$ cat src/rtl/udp_tx_arb_pkg.sv
// Shared types and helpers for the UDP transmit arbiter.
// Holds the FSM state encoding, bus widths and the round-robin successor function.
package udp_tx_arb_pkg;

  localparam int LEN_W  = 11;
  localparam int DATA_W = 8;

  typedef enum logic [1:0] {
    IDLE  = 2'd0,
    GRANT = 2'd1,
    XFER  = 2'd2,
    GAP   = 2'd3
  } state_t;

  // Successor inside the round-robin ring 1..nreq-1; index 0 never takes part.
  function automatic int unsigned rr_next(input int unsigned idx, input int unsigned nreq);
    if (nreq < 2 || idx + 1 >= nreq) return 1;
    return idx + 1;
  endfunction

endpackage

$ cat src/rtl/udp_tx_arbiter_rr_pick.sv
// Rotating priority encoder over requesters 1..NREQ-1.
// The search starts at ptr and wraps within the ring. Bit 0 of req is ignored.
module rr_pick
  import udp_tx_arb_pkg::*;
#(
  parameter int NREQ  = 3,
  parameter int PTR_W = 2
) (
  input  logic [NREQ-1:0]  req,
  input  logic [PTR_W-1:0] ptr,
  output logic [NREQ-1:0]  gnt,
  output logic             valid
);

  int unsigned cand;

  always_comb begin
    gnt   = '0;
    valid = 1'b0;
    cand  = int'(ptr);
    for (int k = 0; k < NREQ - 1; k++) begin
      for (int unsigned i = 1; i < NREQ; i++) begin
        if (!valid && i == cand && req[i]) begin
          gnt[i] = 1'b1;
          valid  = 1'b1;
        end
      end
      cand = rr_next(cand, NREQ);
    end
  end

endmodule

$ cat src/rtl/udp_tx_arbiter.sv
// Shares the MAC UDP transmit port between NREQ packers: index 0 has absolute priority,
// the rest rotate. The grant is held for the latched length, followed by an idle gap.
module udp_tx_arbiter
  import udp_tx_arb_pkg::*;
#(
  parameter int          NREQ       = 3,
  parameter int          GAP_CYCLES = 4,
  parameter logic [15:0] TIMEOUT    = 16'd50000
) (
  input  logic                    clk,
  input  logic                    rstn,
  input  logic [NREQ-1:0]         req_request,
  output logic [NREQ-1:0]         req_enable,
  input  logic [DATA_W*NREQ-1:0]  req_data,
  input  logic [LEN_W*NREQ-1:0]   req_length,
  output logic                    udp_tx_request,
  input  logic                    udp_tx_enable,
  output logic [DATA_W-1:0]       udp_tx_data,
  output logic [LEN_W-1:0]        udp_tx_length,
  output logic [NREQ-1:0]         grant,
  output logic                    busy,
  output logic                    timeout_pulse
);

  localparam int PTR_W = (NREQ > 1) ? $clog2(NREQ) : 1;
  localparam int GAP_W = (GAP_CYCLES > 0) ? $clog2(GAP_CYCLES + 1) : 1;
  localparam logic [GAP_W-1:0] GAP_LAST = (GAP_CYCLES > 0) ? GAP_W'(GAP_CYCLES - 1) : '0;

  state_t             state;
  logic [LEN_W-1:0]   byte_cnt;
  logic [15:0]        to_cnt;
  logic [GAP_W-1:0]   gap_cnt;
  logic [PTR_W-1:0]   rr_ptr;

  logic [NREQ-1:0]    rr_gnt;
  logic               rr_valid;
  logic [NREQ-1:0]    sel;
  logic [LEN_W-1:0]   sel_len;
  logic [DATA_W-1:0]  g_data;
  int unsigned        g_idx;
  logic               g_req;
  logic               active;
  logic               gap_done;

  rr_pick #(
    .NREQ  (NREQ),
    .PTR_W (PTR_W)
  ) u_rr_pick (
    .req   (req_request),
    .ptr   (rr_ptr),
    .gnt   (rr_gnt),
    .valid (rr_valid)
  );

  always_comb begin
    sel = '0;
    if (req_request[0]) sel[0] = 1'b1;
    else if (rr_valid)  sel = rr_gnt;
  end

  always_comb begin
    sel_len = '0;
    g_data  = '0;
    g_idx   = 0;
    for (int unsigned i = 0; i < NREQ; i++) begin
      if (sel[i])   sel_len = req_length[i*LEN_W +: LEN_W];
      if (grant[i]) begin
        g_data = req_data[i*DATA_W +: DATA_W];
        g_idx  = i;
      end
    end
  end

  assign g_req          = |(req_request & grant);
  assign active         = (state == GRANT) || (state == XFER);
  assign gap_done       = (gap_cnt >= GAP_LAST);
  assign udp_tx_request = (state == GRANT) && g_req;
  assign req_enable     = active ? (grant & {NREQ{udp_tx_enable}}) : '0;
  assign udp_tx_data    = active ? g_data : '0;
  assign busy           = (state != IDLE);

  always_ff @(posedge clk) begin
    if (!rstn) begin
      state         <= IDLE;
      grant         <= '0;
      udp_tx_length <= '0;
      timeout_pulse <= 1'b0;
      rr_ptr        <= PTR_W'(1);
      byte_cnt      <= '0;
      to_cnt        <= '0;
      gap_cnt       <= '0;
    end else begin
      timeout_pulse <= 1'b0;
      case (state)
        IDLE: begin
          if (|sel) begin
            grant         <= sel;
            udp_tx_length <= sel_len;
            to_cnt        <= '0;
            state         <= GRANT;
          end
        end
        GRANT: begin
          // Acceptance wins over a same-cycle drop; timeout wins over withdrawal.
          if (udp_tx_enable) begin
            byte_cnt <= udp_tx_length;
            gap_cnt  <= '0;
            if (udp_tx_length == '0) state <= GAP;
            else                     state <= XFER;
          end else if (to_cnt == TIMEOUT - 16'd1) begin
            timeout_pulse <= 1'b1;
            gap_cnt       <= '0;
            state         <= GAP;
          end else if (!g_req) begin
            gap_cnt <= '0;
            state   <= GAP;
          end else begin
            to_cnt <= to_cnt + 16'd1;
          end
        end
        XFER: begin
          if (byte_cnt <= LEN_W'(1)) begin
            gap_cnt <= '0;
            state   <= GAP;
          end else begin
            byte_cnt <= byte_cnt - LEN_W'(1);
          end
        end
        GAP: begin
          if (gap_done) begin
            grant <= '0;
            if (g_idx != 0) rr_ptr <= PTR_W'(rr_next(g_idx, NREQ));
            state <= IDLE;
          end else begin
            gap_cnt <= gap_cnt + GAP_W'(1);
          end
        end
        default: state <= IDLE;
      endcase
    end
  end

endmodule

$ cat config.mk
export PLATFORM = sky130hd
export DESIGN_NAME = udp_tx_arbiter
export DESIGN_NICKNAME = d
export VERILOG_FILES = /design/src/rtl/udp_tx_arb_pkg.sv /design/src/rtl/udp_tx_arbiter_rr_pick.sv /design/src/rtl/udp_tx_arbiter.sv
export SDC_FILE = /design/constraint.sdc
export NUM_CORES = 1
export LEC_CHECK = 0
export ABC_AREA = 1
export BUFFER_PORTS_ARGS = -buffer_cell sky130_fd_sc_hd__buf_2
export CAP_MARGIN = 5
export CORE_UTILIZATION = 45
export DETAILED_ROUTE_END_ITERATION = 16
export PLACE_DENSITY = 0.76
export REMOVE_ABC_BUFFERS = 1
export SLEW_MARGIN = 20
export SYNTH_ARGS = -nofsm -noshare
export SYNTH_HDL_FRONTEND = slang
export SYNTH_SLANG_ARGS = --single-unit
$ cat constraint.sdc
create_clock -name clk -period 1.9 [get_ports clk]
set_input_delay 0.19 -clock clk [delete_from_list [all_inputs] [get_ports clk]]
set_output_delay 0.19 -clock clk [all_outputs]
set_load 0.01 [all_outputs]
### After elaboration in Yosys (flattened, before gate mapping)

Cells that the tools add are included.

* register bits after elaboration: 49
* input bits: 63
* output and inout bits: 28
* word-level logic and storage cells: 125

* add/subtract/negate cells: 5
* $lt $le $gt $ge: 4
* equality and inequality tests: 18
* muxes and demuxes: 56
* bitwise logic cells: 4
* reductions and logical operators: 30

Operators by type and width (number)
* >= comparator 32 x 2 -> 1 bit, second input constant: 2
* two-way mux 16 bit: 4
* two-way mux 32 bit: 2
* two-way mux 11 bit: 5
* adder 32 x 1 -> 32 bit, second input constant: 1
* equality test 1 x 32 -> 1 bit, first input constant: 1
* equality test 2 x 32 -> 1 bit, first input constant: 1
* two-way mux 8 bit: 4
* one-hot mux 16 bit (2 select lines): 1
* nonzero test 32 bit: 1
* two-way mux 3 bit: 9
* one-hot mux 11 bit (2 select lines): 1
* two-way mux 1 bit: 19
* adder 16 x 1 -> 16 bit, second input constant: 1
* equality test 16 bit, second input constant: 1
* two-way mux 2 bit: 8
* inequality test 2 bit, second input constant: 8
* <= comparator 11 x 1 -> 1 bit, second input constant: 1
* zero test 11 bit: 1
* subtractor 11 x 1 -> 11 bit, second input constant: 1
* one-hot mux 3 bit (3 select lines): 1
* AND reduction 3 bit: 3
* OR reduction 3 bit: 3
* logical AND 1 bit: 8
* 21 further kinds: 30

### Longest topological paths before layout

Gate-level depths: netlist of run 1.

* depth in word-level cells: 20
* gate-level depth with buffers: 13
* mapped depth without buffers: 12

### By module

Synthesis of run 1 repeated with hierarchy kept, for this count alone.

* cell total of the unflattened synthesis: 615
* area total of the unflattened synthesis: 3565.9 um^2

By module, submodules not included
* udp_tx_arbiter: instances 1, cells each 601, area an instance 3498.4 um^2, sequential area each 980.9 um^2
* rr_pick: instances 1, cells each 14, area an instance 67.6 um^2, sequential area each 0.0 um^2

### Worst setup path before layout of run 1

Ideal clock, no wire load.

* kind: register to register
* start: reg state[0]
* end: reg gap_cnt[0]
* setup time: 0.114 ns
* arrival: 1.495 ns
* required time: 1.786 ns
* setup slack: 0.291 ns
* cell stages (with the launch flop): 8
* path buffers: 0
* period minus slack after synthesis: 1.609 ns
* path through: dfxtp_1 -> inv_1 -> ha_1 -> clkinv_1 -> o21ai_0 -> nand3_1 -> a21oi_1 -> nor2_1

* word-level cells in the longest chain between the ends: 3
* elaborated cells between the ends (all ways): 9
* classes of those cells: eq/ne (6); mux (1); reduce/logical (2)

Ends and longest elaborated chain
* start, declared: RTL line udp_tx_arbiter.sv:29 `state_t state;`
* start signal, assigned: RTL line udp_tx_arbiter.sv:84 `state <= IDLE;`
* start signal, assigned: RTL line udp_tx_arbiter.sv:100 `state <= GRANT;`
* start signal, assigned: RTL line udp_tx_arbiter.sv:108 `if (udp_tx_length == '0) state <= GAP;`
* equality test 2 x 1 -> 1 bit / equality test 2 bit (equally long branches): RTL line udp_tx_arbiter.sv:94 `case (state)`
* inequality test 4 x 3 -> 1 bit (no line) (tied with other cells)
* AND reduction 4 bit (no line)
* end signal, assigned: RTL line udp_tx_arbiter.sv:135 `gap_cnt <= gap_cnt + GAP_W'(1);`
* end, declared: RTL line udp_tx_arbiter.sv:32 `logic [GAP_W-1:0] gap_cnt;`

Parallel ways exist; a longest one is shown, timed or not.
A chain may end at the register's enable or synchronous reset.

### Worst setup path in the final report of run 1

* start: reg state[0]
* end: out udp_tx_data[4]

* word-level cells in the longest chain between the ends: 3
* elaborated cells between the ends (all ways): 4
* classes of those cells: eq/ne (2); mux (1); reduce/logical (1)

Ends and longest elaborated chain
* equality test 2 x 1 -> 1 bit / equality test 2 bit (equally long branches): RTL line udp_tx_arbiter.sv:75 `assign active = (state == GRANT) || (state == XFER);`
* logical OR 1 bit (*): RTL line udp_tx_arbiter.sv:75
* two-way mux 8 bit (*): RTL line udp_tx_arbiter.sv:79 `assign udp_tx_data = active ? g_data : '0;`
* end, declared: RTL line udp_tx_arbiter.sv:18 `output logic [DATA_W-1:0] udp_tx_data,`

Every way passes the cells marked *; elsewhere a longest branch is shown, timed or not.

==> results of run 1 <==
critical path, stage by stage, from the launching register on:
cell and delay [ns]:
dfxtp_4 0.39, inv_1 0.11, ha_4 0.29, clkinv_1 0.07
buf_4 0.17, a31oi_1 0.14, buf_2 0.16
placed cells by master, fill, tap and decap left out, types with 8 or more instances in the layout:
| cell | count |
|---|---|
| nand3_1 | 50 |
| inv_1 | 47 |
| a21oi_2 | 10 |
| a31oi_1 | 18 |
| nand2_2 | 8 |
| a21oi_1 | 30 |
| nand4_1 | 8 |
| dfxtp_1 | 47 |
| buf_2 | 90 |
| nor2_1 | 78 |
| buf_4 | 17 |
| ha_1 | 9 |
| o21ai_0 | 25 |
| nand2_1 | 161 |
layer usage:
metal	up-vias	routed length [um]	share of wire	track usage
met1	1834	4427	0.44	0.3249
met2	122	4762	0.48	0.4379
met4	0	272	0.027	0.1025
met5	-	0	0	0
li1	1999	-	-	-
met3	28	498	0.050	0.04063
layout make-up:
| class | count | area, um2 |
|---|---|---|
| Fill cell | 756 | 3151 |
| Multi-Input combinational cell | 437 | 2176 |
| Sequential cell | 49 | 988.4 |
| Timing Repair Buffer | 107 | 578.1 |
| Inverter | 51 | 191.4 |
| Tap cell | 99 | 123.9 |
| Clock buffer | 7 | 76.32 |
| Clock inverter | 1 | 7.507 |
metrics by stage:
stage	hold slack (ns)	power (W)	setup slack (ns)
after global routing	0.1363	0.005838	0.007265
final	0.1359	0.005357	0.07907
after detailed placement	0.4628	0.004612	0.1870
after global placement	0.4624	0.004523	0.2555
after floorplan	0.3104	0.003552	0.1833
after CTS	0.1308	0.005246	0.005876
how the worst min path moves through the flow:
stage                         startpoint                end  slack, ns
after floorplan                     rstn       byte_cnt[10]       0.31
after global placement    req_length[21]  udp_tx_length[10]       0.46
final                     req_length[16]   udp_tx_length[5]       0.14
after global routing      req_length[24]   udp_tx_length[2]       0.14
after detailed placement  req_length[12]   udp_tx_length[1]       0.46
after CTS                 req_length[12]   udp_tx_length[1]       0.13
sequential cells by signal, summed over array words and instances (netlist names):
name and cells:
gap_cnt 3, rr_ptr 2, udp_tx_length 11, timeout_pulse 1, byte_cnt 11, to_cnt 16
state 2, grant 3
power by group through the flow:
| stage | Combinational [W] | Clock (W) | Sequential (W) |
|---|---|---|---|
| 2_1_floorplan | 0.00201 | 0 | 0.00154 |
| 3_3_place_gp | 0.00301 | 0 | 0.00152 |
| 3_5_place_dp | 0.00308 | 0 | 0.00153 |
| 4_1_cts | 0.00310 | 0.000635 | 0.00151 |
| 5_1_grt | 0.00361 | 0.000679 | 0.00155 |
| 6_report | 0.00321 | 0.000624 | 0.00152 |
kinds of logic after synthesis:
kind of cell / Yosys count
and+or+nand+nor: 330
xor gates and xnor gates: 6
buffers and inverters: 70
AOI/OAI and AO/OA: 91
DFF: 49
adders and majority gates: 10
timing repair:
action / in CTS / in global routing
hold buffers: 0 / 0
resized for setup: 2 / 7
gates cloned: 0 / 0
setup endpoints to repair: 8 / 8
==> results.json, run 1 <==
{
  "cp_max_fo": 9,
  "ys_seq_area_frac": 0.2869,
  "layout_min_cycle_time_ns": 1.821,
  "grt_overflow": 0,
  "startpoint_type": "flop",
  "p_leak_nw": 1.859,
  "synthMuxAreaShare": 0,
  "synth_largest_area_cell": "dfxtp_1",
  "die_h_um": 89.17,
  "hpwl_um": 7571,
  "status": "finished, final reports clean",
  "drt-initial-drc-count": 293,
  "clock-sinks": 49,
  "grt_use_total": 0.2570,
  "die_width_um": 89.17,
  "rsz0062_at_grt": "no",
  "synth_top_family_by_area": "simple AND/OR/NAND/NOR gates",
  "synth_area_per_cell_um2": 6.150,
  "grt_pass1_wl_um": 16010,
  "swShare": 0.4944,
  "r2r_start": "state[1]",
  "worst_slew_pin_slew_ns": 0.5577,
  "postCtsSetupRepairBufs": 0,
  "final_hold_viol_count": 0,
  "grt_max_degree": 26,
  "root_buffer": "clkbuf_8",
  "port_buffers": 90,
  "power.share.clock": 0.117,
  "place_congestion": 0.9356,
  "ys_warn_count": 0,
  "final_nets": 724,
  "pwr-share-seq": 0.284,
  "std_cell_rows": 31,
  "synthDominantCellAreaShare": 0.2869,
  "synth_most_common_cell": "nand2_1",
  "synth_edf_count": 0,
  "setup_tns_ns": 0,
  "antenna_cells": 0,
  "r2r_slack_ns": 0.15,
  "finalInstanceArea_um2": 4141,
  "p_int_w": 0.002708,
  "synth_simple_gate_area_frac": 0.4179,
  "ys_types": 34,
  "power_density_nw_per_um2": 1293,
  "async_flop_share": 0,
  "drc": 0,
  "syn_inst": 556,
  "arrival_ns": 1.63,
  "setup_viol": 0,
  "grt_pass1_vias": 3635,
  "clock_latency_ns": 0.31,
  "drt_wl_total_um": 9960,
  "final_cells": 751,
  "area_delta_synth_final_pct": 21.11,
  "ff2ff_path_depth": 11,
  "power_frac_comb": 0.599,
  "max_freq_mhz": 549.2,
  "relSlewSlack": 0.6278,
  "clk_path_buf_depth": 2,
  "synth_xor_area_frac": 0.01537,
  "wl_per_cell_um": 13.26,
  "p_switching_w": 0.002648,
  "synth_ff_type": "dfxtp_1",
  "io_pins": 91,
  "antenna_found_initial": 0,
  "final_core_util": 0.5679,
  "dieArea_um2": 7951,
  "place_area_um2": 4015,
  "ys_ff_latch": 49,
  "dp_cells": 743,
  "via_per_inst": 5.304,
  "initial_utilization": 0.4689,
  "crit_type": "reg -> out",
  "clkTransAtPathRegs_ns": 0.09,
  "hold_path_class": "in -> reg",
  "drv_cap": 0,
  "synth_compound_area_frac": 0.1562,
  "vias": 3983,
  "crit_path_end_kind": "primary output",
  "finalMaxSlewViolations": 0,
  "ir_worst_vdd_mv": 0.4338,
  "crit_end": "udp_tx_data[4]",
  "cts_tree": "done",
  "layout-drive-gt1-share": 0.2301,
  "timing.final.crit_share": 0.9584,
  "synthAdderAreaFrac": 0.03659,
  "core-area_um2": 7292,
  "synthesis.area_um2": 3420,
  "finClkSkew_ns": 0.01041,
  "startpoint": "state[0]",
  "cts.htree.levels": 2,
  "rr_endpoint": "to_cnt[1]",
  "holdPathStages": 3,
  "synth_common_cells": "nand2_1 (161), nor2_1 (79), nand3_1 (50), dfxtp_1 (49), inv_1 (47)",
  "cts_made_buffers": 5,
  "cp_data_required_time_ns": 1.71,
  "synth_area_leaders": "dfxtp_1 (29%), nand2_1 (18%), nor2_1 (8.7%)",
  "dr.pass1.iters": 7,
  "ant_nets": 0
}
Note: power is estimated with default switching activity, not from simulation.
==> run 2: changes to the inputs <==
PLACE_DENSITY = 0.75   (was 0.76)
SYNTH_HIERARCHICAL = 1   (was unset)
==> run 2 against run 1 <==
Against the previous run:
- total power is 0.50% higher
- critical path depth rose by 6
- non-clock buffer count increased by 3
- clock power increased by 25%
==> results.json, run 2 <==
{
  "synthAdderAreaFrac": 0.03509,
  "top_register": "to_cnt",
  "dieArea_um2": 8285,
  "cts.htree.levels": 2,
  "r2r_start": "rr_ptr[1]",
  "power_density_nw_per_um2": 1229,
  "antenna_cells": 0,
  "clock-sinks": 49,
  "rr_endpoint": "to_cnt[10]",
  "whs_endpoint": "udp_tx_length[0]",
  "vias": 4134,
  "synth_top_family_by_area": "simple AND/OR/NAND/NOR gates",
  "hpwl_um": 7209,
  "drt-initial-drc-count": 245,
  "cp_data_required_time_ns": 2.10,
  "largestRegisters": "to_cnt x16, byte_cnt x11, udp_tx_length x11",
  "die_width_um": 91.02,
  "dp_cells": 796,
  "ff2ff_path_depth": 12,
  "place_congestion": 0.9030,
  "ys_seq_area_frac": 0.2751,
  "grt_max_degree": 23,
  "grt_pass1_wl_um": 15970,
  "synth_simple_gate_area_frac": 0.4039,
  "clkTransAtPathRegs_ns": 0.09,
  "dr.pass1.iters": 5,
  "p_leak_nw": 2.056,
  "synthMuxAreaShare": 0,
  "synth_most_common_cell": "nand2_1",
  "clock_latency_ns": 0.31,
  "grt_pass1_vias": 3602,
  "max_freq_mhz": 550.1,
  "synth_ff_type": "dfxtp_1",
  "drt_wl_total_um": 9822,
  "startpoint_type": "flop",
  "final_cells": 813,
  "synth_largest_area_cell": "dfxtp_1",
  "timing.final.crit_share": 0.9568,
  "synth_area_per_cell_um2": 5.798,
  "initial_utilization": 0.4639,
  "hold_path_class": "in -> reg",
  "area_delta_synth_final_pct": 22.84,
  "r2r_slack_ns": 0.08,
  "arrival_ns": 2.02,
  "io_pins": 91,
  "std_cell_rows": 32,
  "synth_edf_count": 0,
  "ys_warn_count": 6,
  "largest_register_ffs": 16,
  "ys_ff_latch": 49,
  "grt_use_total": 0.2308,
  "antenna_found_initial": 0,
  "finalInstanceArea_um2": 4380,
  "status": "finished, final reports clean",
  "layout-drive-gt1-share": 0.2082,
  "final_hold_viol_count": 0,
  "synth_area_leaders": "dfxtp_1 (28%), nand2_1 (18%), nor2_1 (10%)",
  "async_flop_share": 0,
  "wl_per_cell_um": 12.08,
  "drc": 0,
  "crit_path_end_kind": "flop",
  "clk_path_buf_depth": 2,
  "grt_overflow": 0,
  "syn_inst": 615,
  "final_common_cell": "nand2_1",
  "ant_nets": 0,
  "cp_max_fo": 7,
  "finalMaxSlewViolations": 0,
  "place_area_um2": 4116,
  "crit_type": "reg -> reg",
  "via_per_inst": 5.085,
  "layout_min_cycle_time_ns": 1.818,
  "drv_cap": 0,
  "root_buffer": "clkbuf_8",
  "final_cell_mix": "nand2_1 (169), nor2_1 (93), buf_2 (90), inv_1 (73), o21ai_0 (53)",
  "min-delay-start": "req_length[22]",
  "final_nets": 783,
  "synth_xor_area_frac": 0.004912,
  "cts_tree": "done",
  "synth_common_cells": "nand2_1 (169), nor2_1 (95), inv_1 (76), o21ai_0 (53), dfxtp_1 (49)",
  "ir_worst_vdd_mv": 0.5381,
  "finClkSkew_ns": 0.01139,
  "setup_viol": 0,
  "synthDominantCellAreaShare": 0.2751,
  "port_buffers": 90,
  "holdPathStages": 5,
  "cts_made_buffers": 5,
  "synthesis.area_um2": 3566,
  "ys_types": 31,
  "die_h_um": 91.02,
  "core-area_um2": 7687,
  "synth_compound_area_frac": 0.1649
}
-- run 2: power breakdown --
group	internal (W)	switching, W
registers	0.00129	0.000242
logic	0.00107	0.00200
clock network	0.000430	0.000353
-- run 2: final cells by class --
cell class / instances / area, um2
clock buffers: 7 / 86.33
fillers: 776 / 3307
multi-input cells: 466 / 2252
inverters: 78 / 300.3
well taps: 102 / 127.6
repair buffers: 110 / 601.8
clock inverters: 1 / 30.03
flip-flops and latches: 49 / 982.2
-- run 2: repair_timing --
action	in CTS	in global routing
setup buffers	0	8
setup endpoints to repair	8	29
hold endpoints to repair	0	0
hold buffers	0	0
pin swaps	0	3
cloned	0	1
gates resized for setup	3	17
-- run 2: metal layers --
| metal | wire [um] | vias to the layer above | GRT usage |
|---|---|---|---|
| met2 | 4759 | 131 | 0.4129 |
| met4 | 74 | 0 | 0.04497 |
| li1 | - | 2152 | - |
| met5 | 0 | - | 0 |
| met1 | 4502 | 1843 | 0.2981 |
| met3 | 486 | 8 | 0.02764 |
-- run 2: how the worst max path moves through the flow --
stage              start        endpoint  slack (ns)
2_1_floorplan  rr_ptr[1]       to_cnt[1]        0.17
3_3_place_gp   rr_ptr[1]       to_cnt[1]        0.17
3_5_place_dp   rr_ptr[1]       to_cnt[1]        0.06
4_1_cts         state[0]  udp_tx_data[0]        0.03
5_1_grt        rr_ptr[0]      to_cnt[10]       -0.02
6_report       rr_ptr[1]      to_cnt[10]        0.08
-- run 2: critical path: stages, from the launching register on --
cell	delay (ns)
dfxtp_2	0.37
inv_1	0.05
nand3_1	0.09
nand3_2	0.13
nand3_2	0.14
nand3_4	0.13
nor2_4	0.20
clkinvlp_4	0.21
buf_4	0.19
nand3_2	0.07
nand2_1	0.05
nand2_1	0.05
nor2_1	0.04
-- run 2: kinds of logic (layout without fill, tap and decap cells) --
kind of cell,count (synthesis),in the layout
DFF,49,49
adders and majority gates,10,10
AOI/OAI and AO/OA,112,112
buffers and inverters,101,196
other,1,1
xor gates and xnor gates,2,2
and+or+nand+nor,340,341
-- run 2: through the flow --
stage | hold WS [ns] | total power (W) | TNS [ns] | utilization | setup slack (ns)
floorplan | 0.2590 | 0.003592 | 0 | - | 0.1729
global placement | 0.4901 | 0.004329 | 0 | 0.5355 | 0.1737
detailed placement | 0.4992 | 0.004407 | 0 | 0.5355 | 0.05535
CTS | 0.1809 | 0.005205 | 0 | 0.5513 | 0.02681
global route | 0.2009 | 0.005861 | -0.03983 | 0.5698 | -0.02332
finish | 0.1888 | 0.005383 | 0 | 0.5698 | 0.08199
==> run 3: changes to the inputs <==
ABC_AREA = 0   (was 1)
PLACE_DENSITY = 0.77   (was 0.75)
REMOVE_ABC_BUFFERS = unset   (was 1)
==> run 3 against run 2 <==
Against the previous run:
- register-to-register slack worse by 0.35 ns
- largest power group unchanged
- sequential power is 10% lower
- routed wire length is 7.0% lower
- critical path type unchanged
- the run now ends with setup timing left
- highest routed layer unchanged
- sequential share of layout area hardly changed
==> results.json, run 3 <==
{
  "drc": 0,
  "drt_wl_total_um": 9132,
  "die_width_um": 86.22,
  "cts_made_buffers": 5,
  "synth_most_common_cell": "nand2_1",
  "final_cells": 640,
  "ir_worst_vdd_mv": 0.5098,
  "finalInstanceArea_um2": 4457,
  "drt-initial-drc-count": 182,
  "async_flop_share": 0,
  "hold_path_class": "in -> reg",
  "grt_max_degree": 24,
  "cp_data_required_time_ns": 2.16,
  "port_buffers": 90,
  "dieArea_um2": 7434,
  "clock_latency_ns": 0.31,
  "violations": "setup timing",
  "antenna_cells": 0,
  "status": "finished, violations left",
  "grt_pass1_vias": 3322,
  "largest_register_ffs": 16,
  "antenna_found_initial": 0,
  "dp_cells": 616,
  "rsz0062_at_grt": "yes",
  "area_delta_synth_final_pct": 39.63,
  "clkTransAtPathRegs_ns": 0.10,
  "crit_path_end_kind": "flop",
  "pwr-share-seq": 0.274,
  "clk_path_buf_depth": 2,
  "synth_largest_area_cell": "dfxtp_1",
  "timing.final.crit_share": 1.140,
  "dr.pass1.iters": 5,
  "synth_area_leaders": "dfxtp_1 (31%), nand2_1 (6.8%), o21ai_0 (4.1%)",
  "p_switching_w": 0.002110,
  "synth_nets": 473,
  "place_ws_ns": -0.2136,
  "hold-worst-slack_ns": 0.1652,
  "place_area_um2": 4086,
  "ys_seq_area_frac": 0.3073,
  "power_frac_comb": 0.600,
  "initial_utilization": 0.4672,
  "p_leak_nw": 1.913,
  "setup_viol": 35,
  "layout_min_cycle_time_ns": 2.166,
  "final_common_cell": "buf_2",
  "synth_area_per_cell_um2": 7.980,
  "power.total_w": 0.004986,
  "max_freq_mhz": 461.7,
  "synthDominantCellAreaShare": 0.3073,
  "std_cell_rows": 30,
  "crit_type": "reg -> reg",
  "ys_types": 69,
  "arrival_ns": 2.42,
  "io_pins": 91,
  "startpoint_type": "flop",
  "ys_ff_latch": 49,
  "core-area_um2": 6832,
  "grt_overflow": 0,
  "root_buffer": "clkbuf_8",
  "hpwl_um": 6514,
  "ff2ff_path_depth": 7,
  "power_density_nw_per_um2": 1119,
  "ant_nets": 0,
  "synthesis.area_um2": 3192,
  "clock-sinks": 49,
  "power.share.clock": 0.126,
  "place_congestion": 0.7930,
  "vias": 3559,
  "cts.htree.levels": 2,
  "die_h_um": 86.22,
  "top_register": "to_cnt",
  "syn_inst": 400,
  "grt_use_total": 0.2394,
  "cp_max_fo": 6,
  "wl_per_cell_um": 14.27,
  "synth_edf_count": 0,
  "swShare": 0.4231,
  "finClkSkew_ns": 0.005461,
  "final_nets": 616,
  "holdPathStages": 3,
  "synth_ff_type": "dfxtp_1",
  "drv_cap": 0,
  "finalMaxSlewViolations": 0,
  "grt_pass1_wl_um": 14600,
  "setup_ws_ns": -0.2660,
  "p_int_w": 0.002876,
  "via_per_inst": 5.561,
  "cts_tree": "done",
  "final_cell_mix": "buf_2 (90), buf_4 (60), nand2_1 (56), dfxtp_1 (42), o21ai_0 (22)",
  "final_hold_viol_count": 0,
  "layout-drive-gt1-share": 0.4007,
  "synth_common_cells": "nand2_1 (58), dfxtp_1 (49), o21ai_0 (26), clkbuf_1 (21), a21oi_1 (16)",
  "ys_warn_count": 6,
  "largestRegisters": "to_cnt x16, byte_cnt x11, udp_tx_length x11"
}
## run 3: cell types whose count changed after synthesis, sizes merged, moves of 10 or more
cell	delta
nand2	-118
nor2	-83
inv	-67
nand3	-38
a21oi	-27
o21ai	-21
o22ai	+12
a221o	+11
a22oi	+11
o211ai	+11
and3	+10
## run 3: logic make-up (layout without fill, tap and decap cells)
logic type | count (synthesis) | in the layout | synth area share
other cells | 1 | 1 | 0.001175
compound gates | 130 | 131 | 0.2854
buf+inv | 39 | 182 | 0.05958
simple gates | 165 | 165 | 0.2885
flops | 49 | 49 | 0.3073
fa+ha+maj | 10 | 10 | 0.03920
mux | 5 | 5 | 0.01607
xor+xnor | 1 | 1 | 0.002745
## run 3: routing by layer
| layer | vias up | GRT usage | wire length [um] |
|---|---|---|---|
| met3 | 11 | 0.02476 | 373 |
| met5 | - | 0 | 0 |
| met1 | 1651 | 0.2920 | 3847 |
| li1 | 1789 | - | - |
| met4 | 0 | 0.06818 | 114 |
| met2 | 108 | 0.4437 | 4798 |
## run 3: worst max-delay path, cell delays in order (launching register included)
cell	delay [ns]
dfxtp_4	0.37
nor3b_2	0.16
o21a_1	0.22
o31ai_4	0.20
nor3b_4	0.44
o21ai_2	0.17
or4_1	0.48
nand2_1	0.06
## run 3: repair_timing
action / in CTS / in global routing
hold buffers: 0 / 0
gates resized for setup: 17 / 27
setup endpoints to repair: 31 / 38
buffers inserted: 13 / 5
gates cloned: 0 / 1
pin swaps: 10 / 21
## run 3: stage by stage
step                TNS [ns]  utilization
finish                -4.489       0.6524
global route          -7.695       0.6524
CTS                   -2.772       0.6321
detailed placement    -3.025       0.5982
global placement      -1.611       0.5982
floorplan            -0.7885            -
## run 3: final cells by class
class                   instances  area [um2]
fillers                       586        2375
multi-input cells             313        2156
repair buffers                163        1056
flip-flops and latches         49       997.2
well taps                      96       120.1
clock buffers                   5       68.82
inverters                      11       41.29
clock inverters                 3       17.52
## run 3: power groups by stage
stage          Combinational (W)  Sequential [W]  Clock, W
2_1_floorplan            0.00172         0.00139         0
3_3_place_gp             0.00248         0.00138         0
3_5_place_dp             0.00256         0.00139         0
4_1_cts                  0.00277         0.00136  0.000633
5_1_grt                  0.00327         0.00139  0.000676
6_report                 0.00299         0.00137  0.000629
## run 3: path summary, 6_finish.rpt
kind              slack, ns          endpoint            from
setup / recovery      -0.27         to_cnt[7]       rr_ptr[0]
hold / removal         0.17  udp_tx_length[1]  req_length[23]
setup reg to reg      -0.27         to_cnt[7]       rr_ptr[0]
hold reg to reg        0.46      byte_cnt[10]    byte_cnt[10]
